--- config.mk ---
export PLATFORM = sky130hd
export DESIGN_NAME = ifetch_queue_flat
export DESIGN_NICKNAME = d
export VERILOG_FILES = /design/src/rtl/ifetch_queue_if.sv /design/src/rtl/ifetch_queue.sv /design/src/flat_wrapper.sv
export SDC_FILE = /design/constraint.sdc
export NUM_CORES = 1
export LEC_CHECK = 0
export ABC_CLOCK_PERIOD_IN_PS = 3350
export BUFFER_PORTS_ARGS = -buffer_cell sky130_fd_sc_hd__buf_2
export CAP_MARGIN = 20
export CORE_MARGIN = 2
export CORE_UTILIZATION = 55
export DETAILED_ROUTE_END_ITERATION = 6
export GPL_TIMING_DRIVEN = 0
export PLACE_DENSITY = 0.77
export SYNTH_ARGS = -nofsm -noshare
export SYNTH_HDL_FRONTEND = slang
export SYNTH_SLANG_ARGS = --single-unit
--- constraint.sdc ---
create_clock -name iclk -period 3.35 [get_ports iclk]
set_input_delay 0.335 -clock iclk [delete_from_list [all_inputs] [get_ports iclk]]
set_output_delay 0.335 -clock iclk [all_outputs]
set_load 0.05 [all_outputs]
--- src/rtl/ifetch_queue_if.sv ---
// ifetch_queue_if
// Purpose: groups the core-facing handshake of the instruction fetch queue.
// Signals:
//   ovalid     - head entry valid (queue -> core)
//   oinstr     - head instruction word (queue -> core)
//   opc        - address of the head instruction (queue -> core)
//   ocount     - number of queued entries (queue -> core)
//   iready     - core accepts the head this cycle (core -> queue)
//   iflush     - redirect, discard all entries (core -> queue)
//   iflush_pc  - redirect target (core -> queue)
interface ifetch_queue_if #(
  parameter int MP_DATA_WIDTH = 32,
  parameter int MP_DEPTH      = 4
);
  logic                         ovalid;
  logic [MP_DATA_WIDTH-1:0]     oinstr;
  logic [31:0]                  opc;
  logic [$clog2(MP_DEPTH):0]    ocount;
  logic                         iready;
  logic                         iflush;
  logic [31:0]                  iflush_pc;

  // Queue side.
  modport master (
    output ovalid, oinstr, opc, ocount,
    input  iready, iflush, iflush_pc
  );

  // Core side.
  modport slave (
    input  ovalid, oinstr, opc, ocount,
    output iready, iflush, iflush_pc
  );
endinterface

--- src/rtl/ifetch_queue.sv ---
// ifetch_queue
// Purpose: prefetch queue between an instruction memory with combinational
// read and the core. Every cycle with room (or with a simultaneous pop) it
// captures the word at the fetch PC and advances the PC by 4. The core pops
// the head with a valid/ready handshake; a flush discards everything and
// restarts fetching at the word-aligned redirect target.
// Ports:
//   iclk        - clock, rising edge
//   irst        - synchronous active-high reset
//   omem_addr   - fetch address to the instruction memory
//   imem_rdata  - memory word for omem_addr, same cycle
//   core        - ifetch_queue_if.master: ovalid/oinstr/opc/ocount out,
//                 iready/iflush/iflush_pc in
module ifetch_queue #(
  parameter int          MP_DATA_WIDTH = 32,
  parameter int          MP_DEPTH      = 4,
  parameter logic [31:0] MP_RESET_PC   = 32'h0000_0000
) (
  input  logic                     iclk,
  input  logic                     irst,
  output logic [31:0]              omem_addr,
  input  logic [MP_DATA_WIDTH-1:0] imem_rdata,
  ifetch_queue_if.master           core
);

  localparam int LP_PW = $clog2(MP_DEPTH);
  localparam int LP_CW = LP_PW + 1;
  localparam logic [LP_CW-1:0] LP_FULL = LP_CW'(MP_DEPTH);

  logic [31:0]              r_pc;
  logic [LP_PW-1:0]         r_wr_ptr;
  logic [LP_PW-1:0]         r_rd_ptr;
  logic [LP_CW-1:0]         r_count;
  logic [MP_DATA_WIDTH-1:0] r_instr_mem [MP_DEPTH];
  logic [31:0]              r_pc_mem    [MP_DEPTH];

  logic w_valid;
  logic w_pop;
  logic w_push;
  logic w_full;

  assign w_full  = (r_count == LP_FULL);
  // Reset also masks the head so nothing stale is offered while irst is high.
  assign w_valid = (r_count != '0) && !core.iflush && !irst;
  assign w_pop   = w_valid && core.iready;
  // A pop in the same cycle frees the slot being written, so a full queue
  // can still stream one word per cycle.
  assign w_push  = !core.iflush && !irst && (!w_full || w_pop);

  // During the first reset cycle the register may still hold an old PC;
  // the mux keeps the memory address at the reset PC for the whole reset.
  assign omem_addr   = irst ? MP_RESET_PC : r_pc;
  assign core.ovalid = w_valid;
  assign core.oinstr = w_valid ? r_instr_mem[r_rd_ptr] : '0;
  assign core.opc    = w_valid ? r_pc_mem[r_rd_ptr] : '0;
  assign core.ocount = irst ? '0 : r_count;

  // Control state: reset beats flush, flush beats push/pop.
  always_ff @(posedge iclk) begin
    if (irst) begin
      r_pc     <= MP_RESET_PC;
      r_wr_ptr <= '0;
      r_rd_ptr <= '0;
      r_count  <= '0;
    end else if (core.iflush) begin
      r_pc     <= {core.iflush_pc[31:2], 2'b00};
      r_wr_ptr <= '0;
      r_rd_ptr <= '0;
      r_count  <= '0;
    end else begin
      if (w_push) begin
        r_pc     <= r_pc + 32'd4;        // wraps modulo 2^32 naturally
        r_wr_ptr <= r_wr_ptr + 1'b1;     // power-of-two depth: wraps naturally
      end
      if (w_pop) begin
        r_rd_ptr <= r_rd_ptr + 1'b1;
      end
      case ({w_push, w_pop})
        2'b10:   r_count <= r_count + 1'b1;
        2'b01:   r_count <= r_count - 1'b1;
        default: r_count <= r_count;
      endcase
    end
  end

  // Entry storage: no reset needed, the count qualifies every read.
  for (genvar gi = 0; gi < MP_DEPTH; gi++) begin : g_entry
    always_ff @(posedge iclk) begin
      if (w_push && (r_wr_ptr == LP_PW'(gi))) begin
        r_instr_mem[gi] <= imem_rdata;
        r_pc_mem[gi]    <= omem_addr;
      end
    end
  end

endmodule

--- src/flat_wrapper.sv ---
// flat-port wrapper written by rule: the top's interface ports become plain ports
module ifetch_queue_flat 
#(
  parameter int          MP_DATA_WIDTH = 32,
  parameter int          MP_DEPTH      = 4,
  parameter logic [31:0] MP_RESET_PC   = 32'h0000_0000
)
  (iclk, irst, omem_addr, imem_rdata, core_ovalid, core_oinstr, core_opc, core_ocount, core_iready, core_iflush, core_iflush_pc);
  ifetch_queue_if #(.MP_DATA_WIDTH(MP_DATA_WIDTH), .MP_DEPTH(MP_DEPTH)) core_i ();
  input  logic iclk;
  input  logic irst;
  output logic [31:0] omem_addr;
  input  logic [MP_DATA_WIDTH-1:0] imem_rdata;
  output wire logic [$bits(core_i.ovalid)-1:0] core_ovalid;
  output wire logic [$bits(core_i.oinstr)-1:0] core_oinstr;
  output wire logic [$bits(core_i.opc)-1:0] core_opc;
  output wire logic [$bits(core_i.ocount)-1:0] core_ocount;
  input wire logic [$bits(core_i.iready)-1:0] core_iready;
  input wire logic [$bits(core_i.iflush)-1:0] core_iflush;
  input wire logic [$bits(core_i.iflush_pc)-1:0] core_iflush_pc;
  assign core_ovalid = core_i.ovalid;
  assign core_oinstr = core_i.oinstr;
  assign core_opc = core_i.opc;
  assign core_ocount = core_i.ocount;
  assign core_i.iready = core_iready;
  assign core_i.iflush = core_iflush;
  assign core_i.iflush_pc = core_iflush_pc;
  ifetch_queue #(.MP_DATA_WIDTH(MP_DATA_WIDTH), .MP_DEPTH(MP_DEPTH), .MP_RESET_PC(MP_RESET_PC)) u_core (.iclk(iclk), .irst(irst), .omem_addr(omem_addr), .imem_rdata(imem_rdata), .core(core_i));
endmodule
======== Yosys cells after proc, flatten, opt, wreduce, memory -nomap -nowiden ========
Memory sizes are Yosys's and may differ from the RTL's. A register that Yosys moved wholly into a read port is not among the register bits.
Cells that the tools add are included.
word-level totals
  memories ................................ 2
  memory bits (writable) .................. 256
  register bits ........................... 39
  logic and storage cells ................. 79
memories
  name                words  width  read ports  clocked after Yosys merged registers in  wr ports  RTL line            RTL
  u_core.r_instr_mem  4      32     1           1                                        1         ifetch_queue.sv:34  logic [MP_DATA_WIDTH-1:0] r_instr_mem [MP_DEPTH];
  u_core.r_pc_mem     4      32     1           1                                        1         ifetch_queue.sv:35  logic [31:0] r_pc_mem [MP_DEPTH];
operators by class
  equal/unequal tests ..................... 6
  add/sub/neg operators ................... 5
  reduce and logical (&&, ||, !) cells .... 24
  mux-type cells .......................... 37
operators by type and width
  operator                                              number
  2-to-1 mux 32 bit                                     11
  OR reduction 32 bit                                   6
  adder 32 x 3 -> 32 bit (second input constant)        1
  2-to-1 mux 2 bit                                      10
  2-to-1 mux 1 bit                                      14
  logical AND 1 bit                                     9
  equality test 2 bit (second input constant)           3
  case mux 3 bit (2 select lines)                       1
  adder 2 x 1 -> 2 bit (second input constant)          2
  equality test 2 x 1 -> 1 bit (second input constant)  2
  nonzero test 2 bit                                    2
  adder 3 x 1 -> 3 bit (second input constant)          1
  equality test 3 bit (second input constant)           1
  zero test 1 bit                                       3
  2-to-1 mux 3 bit                                      1
  nonzero test 3 bit                                    1
  subtractor 3 x 1 -> 3 bit (second input constant)     1
  zero test 2 bit                                       1
  OR reduction 2 bit                                    1
  logical OR 1 bit                                      1

======== Longest topological paths before layout ========
Gate-level depths: netlist of the first run.
  depth in word-level cells ............... 13
  mapped depth ............................ 6
  gate-level depth less buffers ........... 5

======== Worst setup path before layout of the first run ========
Ideal clock, no wire load.
  path kind ............................... input port to flip-flop
  start point ............................. input port core_iready
  end point ............................... memory u_core.r_instr_mem[0][0], enable pin
  data arrival time ....................... 2442 ps
  path buffers ............................ 2
  setup slack ............................. 481 ps
  setup time .............................. 427 ps
  cell stages on the path ................. 4
  cells stage by stage .................... buf_2 > or4b_2 > clkbuf_1 > and3_1
between the ends
  cells in the longest elaborated chain, start to end .. 10
  elaborated cells between the ends (all ways) .. 24
RTL lines
  what                                                                                 RTL line            RTL
  start, declared                                                                      flat_wrapper.sv:18  input wire logic [$bits(core_i.iready)-1:0] core_iready;
  logical AND 1 bit *                                                                  ifetch_queue.sv:45  assign w_pop = w_valid && core.iready;
  logical OR 1 bit *                                                                   ifetch_queue.sv:48  assign w_push = !core.iflush && !irst && (!w_full || w_pop);
  logical AND 1 bit *                                                                  ifetch_queue.sv:48
  logical AND 1 bit                                                                    ifetch_queue.sv:89  if (w_push && (r_wr_ptr == LP_PW'(gi))) begin
  2-to-1 mux 1 bit                                                                     ifetch_queue.sv:89
  2-to-1 mux 1 bit (implied by the code)                                               ifetch_queue.sv:90  r_instr_mem[gi] <= imem_rdata;
  OR reduction 32 bit (no source line)                                                 n/a
  2-to-1 mux 2 bit (no source line) or 2-to-1 mux 1 bit (tied branches) (3 in series)  n/a
  end, declared                                                                        ifetch_queue.sv:34
Mark *: on every way between the ends. The rest lies on a longest branch, timed or not.

==> flow_summary.json, run 1 <==
{
  "status": "finished clean",
  "synth-seq-area-share_pct": 69.1,
  "multi_input_area_um2": 3420,
  "viasPerCell": 5.92,
  "cts_buffers": 29,
  "num-fill-cells": 1426,
  "dieArea_um2": 22900,
  "root_buffer": "clkbuf_16",
  "pre_cts_ws_ns": 0.591,
  "overflow": 0,
  "synth_top_area_cell": "edfxtp_1",
  "worstMarginPinSlew_ns": 1.15,
  "ys_ff_latch": 287,
  "hold_viol": 0,
  "worstPathRequired_ns": 3.01,
  "fp.dieH_um": 151,
  "drt_iter0_drc": 592,
  "end_kind": "output pin",
  "routed_wl_um": 26600,
  "fmax_mhz": 332,
  "grt_max_degree": 47,
  "drive_above_1_share_pct": 29.7,
  "hpwl_um": 17000,
  "grt_pass1_vias": 7431,
  "min_path_type": "in -> reg",
  "fin_crit_sh_pct": 89.9,
  "cp-start-kind": "flop",
  "grt_setup_unrepaired": "false",
  "syn-mean-instance-area_um2": 16.3,
  "gp_congestion": 0.918,
  "die_width_um": 151,
  "tritoncts": "built",
  "cts_htree_levels": 1,
  "antenna_found_initial": 0,
  "post_drt_wl_per_cell_um": 21.3,
  "drv_slew": 0,
  "ctsHoldBuffers": 22,
  "clk_latency_ns": 0.55,
  "initial_core_util_pct": 56.3,
  "setup_ws_ns": 0.338,
  "vias": 7390,
  "yosysUniqueCellTypes": 53,
  "io_pins": 168,
  "post_cts_resized": 0,
  "synth-edff-count": 248,
  "critPathArrivalTime_ns": 2.68,
  "finalPower_mw": 7.67,
  "syn_inst": 733,
  "rows": 53,
  "seq_area_um2": 8230,
  "synthArstFlopShare_pct": 0,
  "path_clk_slew_ns": 0.06,
  "synth.area.top_cells": "edfxtp_1 63%, mux4_2 12%, dfxtp_1 6.6%",
  "post_dp_cell_area_um2": 13200,
  "synth_commonest_cells": "248 x edfxtp_1, 69 x and3_1, 62 x mux4_2",
  "nNetsFinal": 1027,
  "synth_top_area_share_pct": 62.5,
  "synth_ff_type": "edfxtp_1",
  "synth_most_common_cell": "edfxtp_1",
  "area_growth_pct": 20.0,
  "setup_viol": 0,
  "grt_first_pass_wirelength_um": 40600,
  "clockBufferDepth": 3,
  "portBuffers": 160,
  "cap_violations": 0,
  "powerDensity_nw_per_um2": 536,
  "grt.total_usage_pct": 23.4,
  "crit_fanout": 10,
  "firstDrtPassIters": 5,
  "stdcell_area_um2": 14300,
  "antenna_left": 0,
  "slew_headroom_pct": 22.9,
  "drc": 0,
  "numClockSinks": 287,
  "ys.warnings.count": 0,
  "fin_crit_ns": 3.01,
  "p_leak_nw": 5.22,
  "core-area_um2": 21200,
  "critPathKind": "reg -> out",
  "peakVddDrop_mv": 0.459,
  "synthesis.area_um2": 11900,
  "post-cts-setup-buffer-count": 0,
  "skew_ns": 0.0153
}
==> metal layers <==
metal  wire length (µm)  share of wire [%]  GRT usage (%)  up-vias
met5                  0                  0              0        -
met4                551                2.1           6.40        0
met3               2040                7.7           4.01       47
met2              12900                 49           38.8      329
met1              11100                 42           32.5     3657
li1                   -                  -              -     3357
==> cells in the final DEF (no fill, tap or decap), types with 11 or more instances in the layout <==
cell type	instances
edfxtp_1	248
clkbuf_1	41
dlygate4sd3_1	22
dfxtp_1	39
buf_2	168
nor2_1	31
nor2b_1	29
nand4_1	14
a211oi_1	11
mux4_2	62
inv_1	15
nand2_1	23
clkbuf_16	29
and3_1	65
nand3_1	14
==> state kept, by name, indices dropped and copies added (netlist names), named ones only <==
register,cells
u_core.r_pc_mem,120
u_core.r_instr_mem,128
u_core.r_pc,30
u_core.r_count,3
u_core.r_rd_ptr,2
u_core.r_wr_ptr,2
==> worst max-delay path, stage by stage (launching register included) <==
cell and delay (ns):
dfxtp_1 0.31, clkbuf_1 0.41, buf_2 0.43, mux4_2 0.59, and3_1 0.20, buf_2 0.20
==> logic make-up (layout without fill, tap and decap cells) <==
family / Yosys count / count (layout) / share of synthesized area [%]
AOI/OAI and AO/OA: 60 / 60 / 3.66
xor gates and xnor gates: 10 / 10 / 0.735
adders and majority gates: 6 / 6 / 0.693
buffers and inverters: 71 / 307 / 2.52
DFF: 287 / 287 / 69.1
muxes: 63 / 63 / 11.8
other: 2 / 6 / 0.0630
and+or+nand+nor: 234 / 234 / 11.5
==> cell type report <==
class                           instances  area share, %
Buffer                                 55           1.68
Clock buffer                           35           5.23
Inverter                               16          0.420
Timing Repair Buffer                  186           7.91
Tap cell                              275           2.41
Multi-Input combinational cell        378           23.9
Clock inverter                         15          0.892
Antenna cell                            1         0.0175
Sequential cell                       287           57.5
==> power breakdown <==
part	total (mW)	switching, mW	internal (mW)
sequential	4.03	0.0588	3.97
clock	3.01	1.28	1.73
combinational	0.628	0.428	0.200
==> final timing paths <==
| kind | depth (start not counted) | start | slack, ns | to |
|---|---|---|---|---|
| worst max-delay path | 5 | flop | 0.34 | core_opc[12] |
| worst min-delay path | 1 | imem_rdata[22] | 0.02 | u_core.r_instr_mem[1][22]$_DFFE_PP_ |
| worst max register to register | 5 | u_core.r_pc[2]$_SDFFE_PP0P_ | 0.69 | u_core.r_pc[18]$_SDFFE_PP0P_ |
| worst min register to register | 2 | u_core.r_wr_ptr[1]$_SDFFE_PN0P_ | 0.51 | u_core.r_wr_ptr[1]$_SDFFE_PN0P_ |
==> metrics by stage <==
step / std cells / hold slack, ns / utilization (%) / TNS, ns
after floorplan: 736 / 0.434 / - / 0
after detailed placement: 1175 / 0.498 / 62.4 / 0
after global routing: 1247 / 0.00415 / 67.6 / 0
after CTS: 1247 / 0.0000712 / 67.6 / 0
final: 1248 / 0.0155 / 67.6 / 0
after global placement: 1171 / 0.481 / 61.8 / -247.73
(Power assumes the default switching activity.)
==> inputs of run 2 (changes only) <==
--- a/config.mk
+++ b/config.mk
@@ -13,6 +13,7 @@
 export DETAILED_ROUTE_END_ITERATION = 6
 export GPL_TIMING_DRIVEN = 0
 export PLACE_DENSITY = 0.77
+export REMOVE_ABC_BUFFERS = 1
 export SYNTH_ARGS = -nofsm -noshare
 export SYNTH_HDL_FRONTEND = slang
 export SYNTH_SLANG_ARGS = --single-unit
==> run 2 against run 1 <==
Compared with the run above:
- sequential cell count stayed put
- worst setup slack better by 0.041 ns
- sequential power hardly changed
- global-route usage is 0.55 points lower
- worst hold slack better by 0.0049 ns
- clock power is 8.6% higher
- routed wire length is 2.2% lower
- largest cell class unchanged
==> flow_summary.json, run 2 (synthesis results as in run 1) <==
{
  "r2r-start": "u_core.r_pc[9]$_SDFFE_PP0P_",
  "mostFrequentLayoutCells": "248 x edfxtp_1, 161 x buf_2, 65 x and3_1",
  "gp_congestion": 0.809,
  "p_leak_nw": 5.25,
  "pre_cts_ws_ns": 0.323,
  "hpwl_um": 15500,
  "post_cts_resized": 0,
  "critPathKind": "reg -> out",
  "area_growth_pct": 20.6,
  "fin_util_pct": 67.9,
  "min_path_type": "in -> reg",
  "dieArea_um2": 22900,
  "grt_pass1_vias": 7250,
  "status": "finished clean",
  "ctsHoldBuffers": 26,
  "post_dp_cell_area_um2": 13100,
  "critPathArrivalTime_ns": 2.64,
  "viasPerCell": 6.02,
  "stdcell_area_um2": 14400,
  "peakVddDrop_mv": 0.339,
  "hp-start": "imem_rdata[7]",
  "root_buffer": "clkbuf_16",
  "drive_above_1_share_pct": 31.6,
  "largest_register_ffs": 128,
  "slew_headroom_pct": 28.1,
  "initial_core_util_pct": 56.3,
  "cp-start-kind": "flop",
  "powerDensity_nw_per_um2": 551,
  "firstDrtPassIters": 5,
  "post_drt_wl_per_cell_um": 21.5,
  "grt.total_usage_pct": 22.8,
  "crit_fanout": 40,
  "fin_crit_sh_pct": 88.7,
  "antennaDiodeCount": 0,
  "portBuffers": 161,
  "reg_top3": "u_core.r_instr_mem x128, u_core.r_pc_mem x120, u_core.r_pc x30",
  "grt_max_degree": 68,
  "cts_htree_levels": 1,
  "worstMarginPinSlew_ns": 1.07,
  "finalSetupTns_ns": 0,
  "vias": 7267,
  "overflow": 0,
  "rows": 53,
  "grt_first_pass_wirelength_um": 39500,
  "cap_violations": 0,
  "drc": 0,
  "rrSetupSlack_ns": 0.99,
  "skew_ns": 0.0180,
  "hold_viol": 0,
  "clk_latency_ns": 0.55,
  "setup_viol": 0,
  "io_pins": 168,
  "cts_buffers": 29,
  "final_cells": 1208,
  "numClockSinks": 287,
  "largest_register": "u_core.r_instr_mem",
  "fin_crit_ns": 2.97,
  "endpoint": "core_opc[17]",
  "num-fill-cells": 1455,
  "r2r_end": "u_core.r_pc[18]$_SDFFE_PP0P_",
  "drt_iter0_drc": 667,
  "reg2reg_depth": 4,
  "tritoncts": "built",
  "worstPathRequired_ns": 3.01,
  "die_width_um": 151,
  "antenna_found_initial": 0,
  "fp.dieH_um": 151,
  "post-cts-setup-buffer-count": 0,
  "grt_setup_unrepaired": "false",
  "dpl.cell_count": 1127,
  "final_common_cell": "edfxtp_1",
  "drv_slew": 0,
  "routed_wl_um": 26000,
  "clockBufferDepth": 3,
  "antenna_left": 0,
  "nNetsFinal": 984,
  "setup_ws_ns": 0.379,
  "fmax_mhz": 337,
  "path_clk_slew_ns": 0.07,
  "core-area_um2": 21200,
  "end_kind": "output pin"
}
run 2: per-layer routing:
layer | wire length, µm | track usage [%] | up-vias
met5 | 0 | 0 | -
met1 | 10800 | 31.6 | 3627
met2 | 12800 | 38.0 | 303
met3 | 1770 | 3.98 | 58
met4 | 695 | 6.12 | 0
li1 | - | - | 3279
run 2: worst max-delay path, cell delays in order, from the launching register on:
cell and delay [ns]:
dfxtp_4 0.69, buf_16 0.36, mux4_2 0.56, and3_1 0.23, buf_2 0.22
run 2: worst min path at each step:
stage	end	slack, ns	cells after the start
after floorplan	u_core.r_pc[2]$_SDFFE_PP0P_	0.40	1
after global placement	u_core.r_wr_ptr[1]$_SDFFE_PN0P_	0.48	2
after detailed placement	u_core.r_wr_ptr[1]$_SDFFE_PN0P_	0.49	2
after CTS	u_core.r_instr_mem[2][10]$_DFFE_PP_	0.001	1
after global routing	u_core.r_instr_mem[3][12]$_DFFE_PP_	0.01	1
final	u_core.r_instr_mem[0][7]$_DFFE_PP_	0.02	1
run 2: report_power, final:
group	internal, mW	leakage (nW)	switching (mW)	total [mW]
sequential	3.97	2.56	0.0648	4.04
combinational	0.203	2.20	0.411	0.614
clock	1.96	0.485	1.31	3.27
run 2: metrics by stage:
stage,hold WS [ns],power (mW)
floorplan,0.404,4.46
global placement,0.481,4.67
detailed placement,0.493,4.70
CTS,0.00109,7.99
global route,0.0141,8.16
finish,0.0204,7.93
run 2: final cells by class:
class                   count  area, µm²  area share [%]
flip-flops and latches    287       8240            57.3
multi-input cells         378       3430            23.8
repair buffers            198       1320            9.18
clock buffers              38        826            5.75
well taps                 275        344            2.39
clock inverters            16        160            1.11
inverters                  16       60.1           0.418
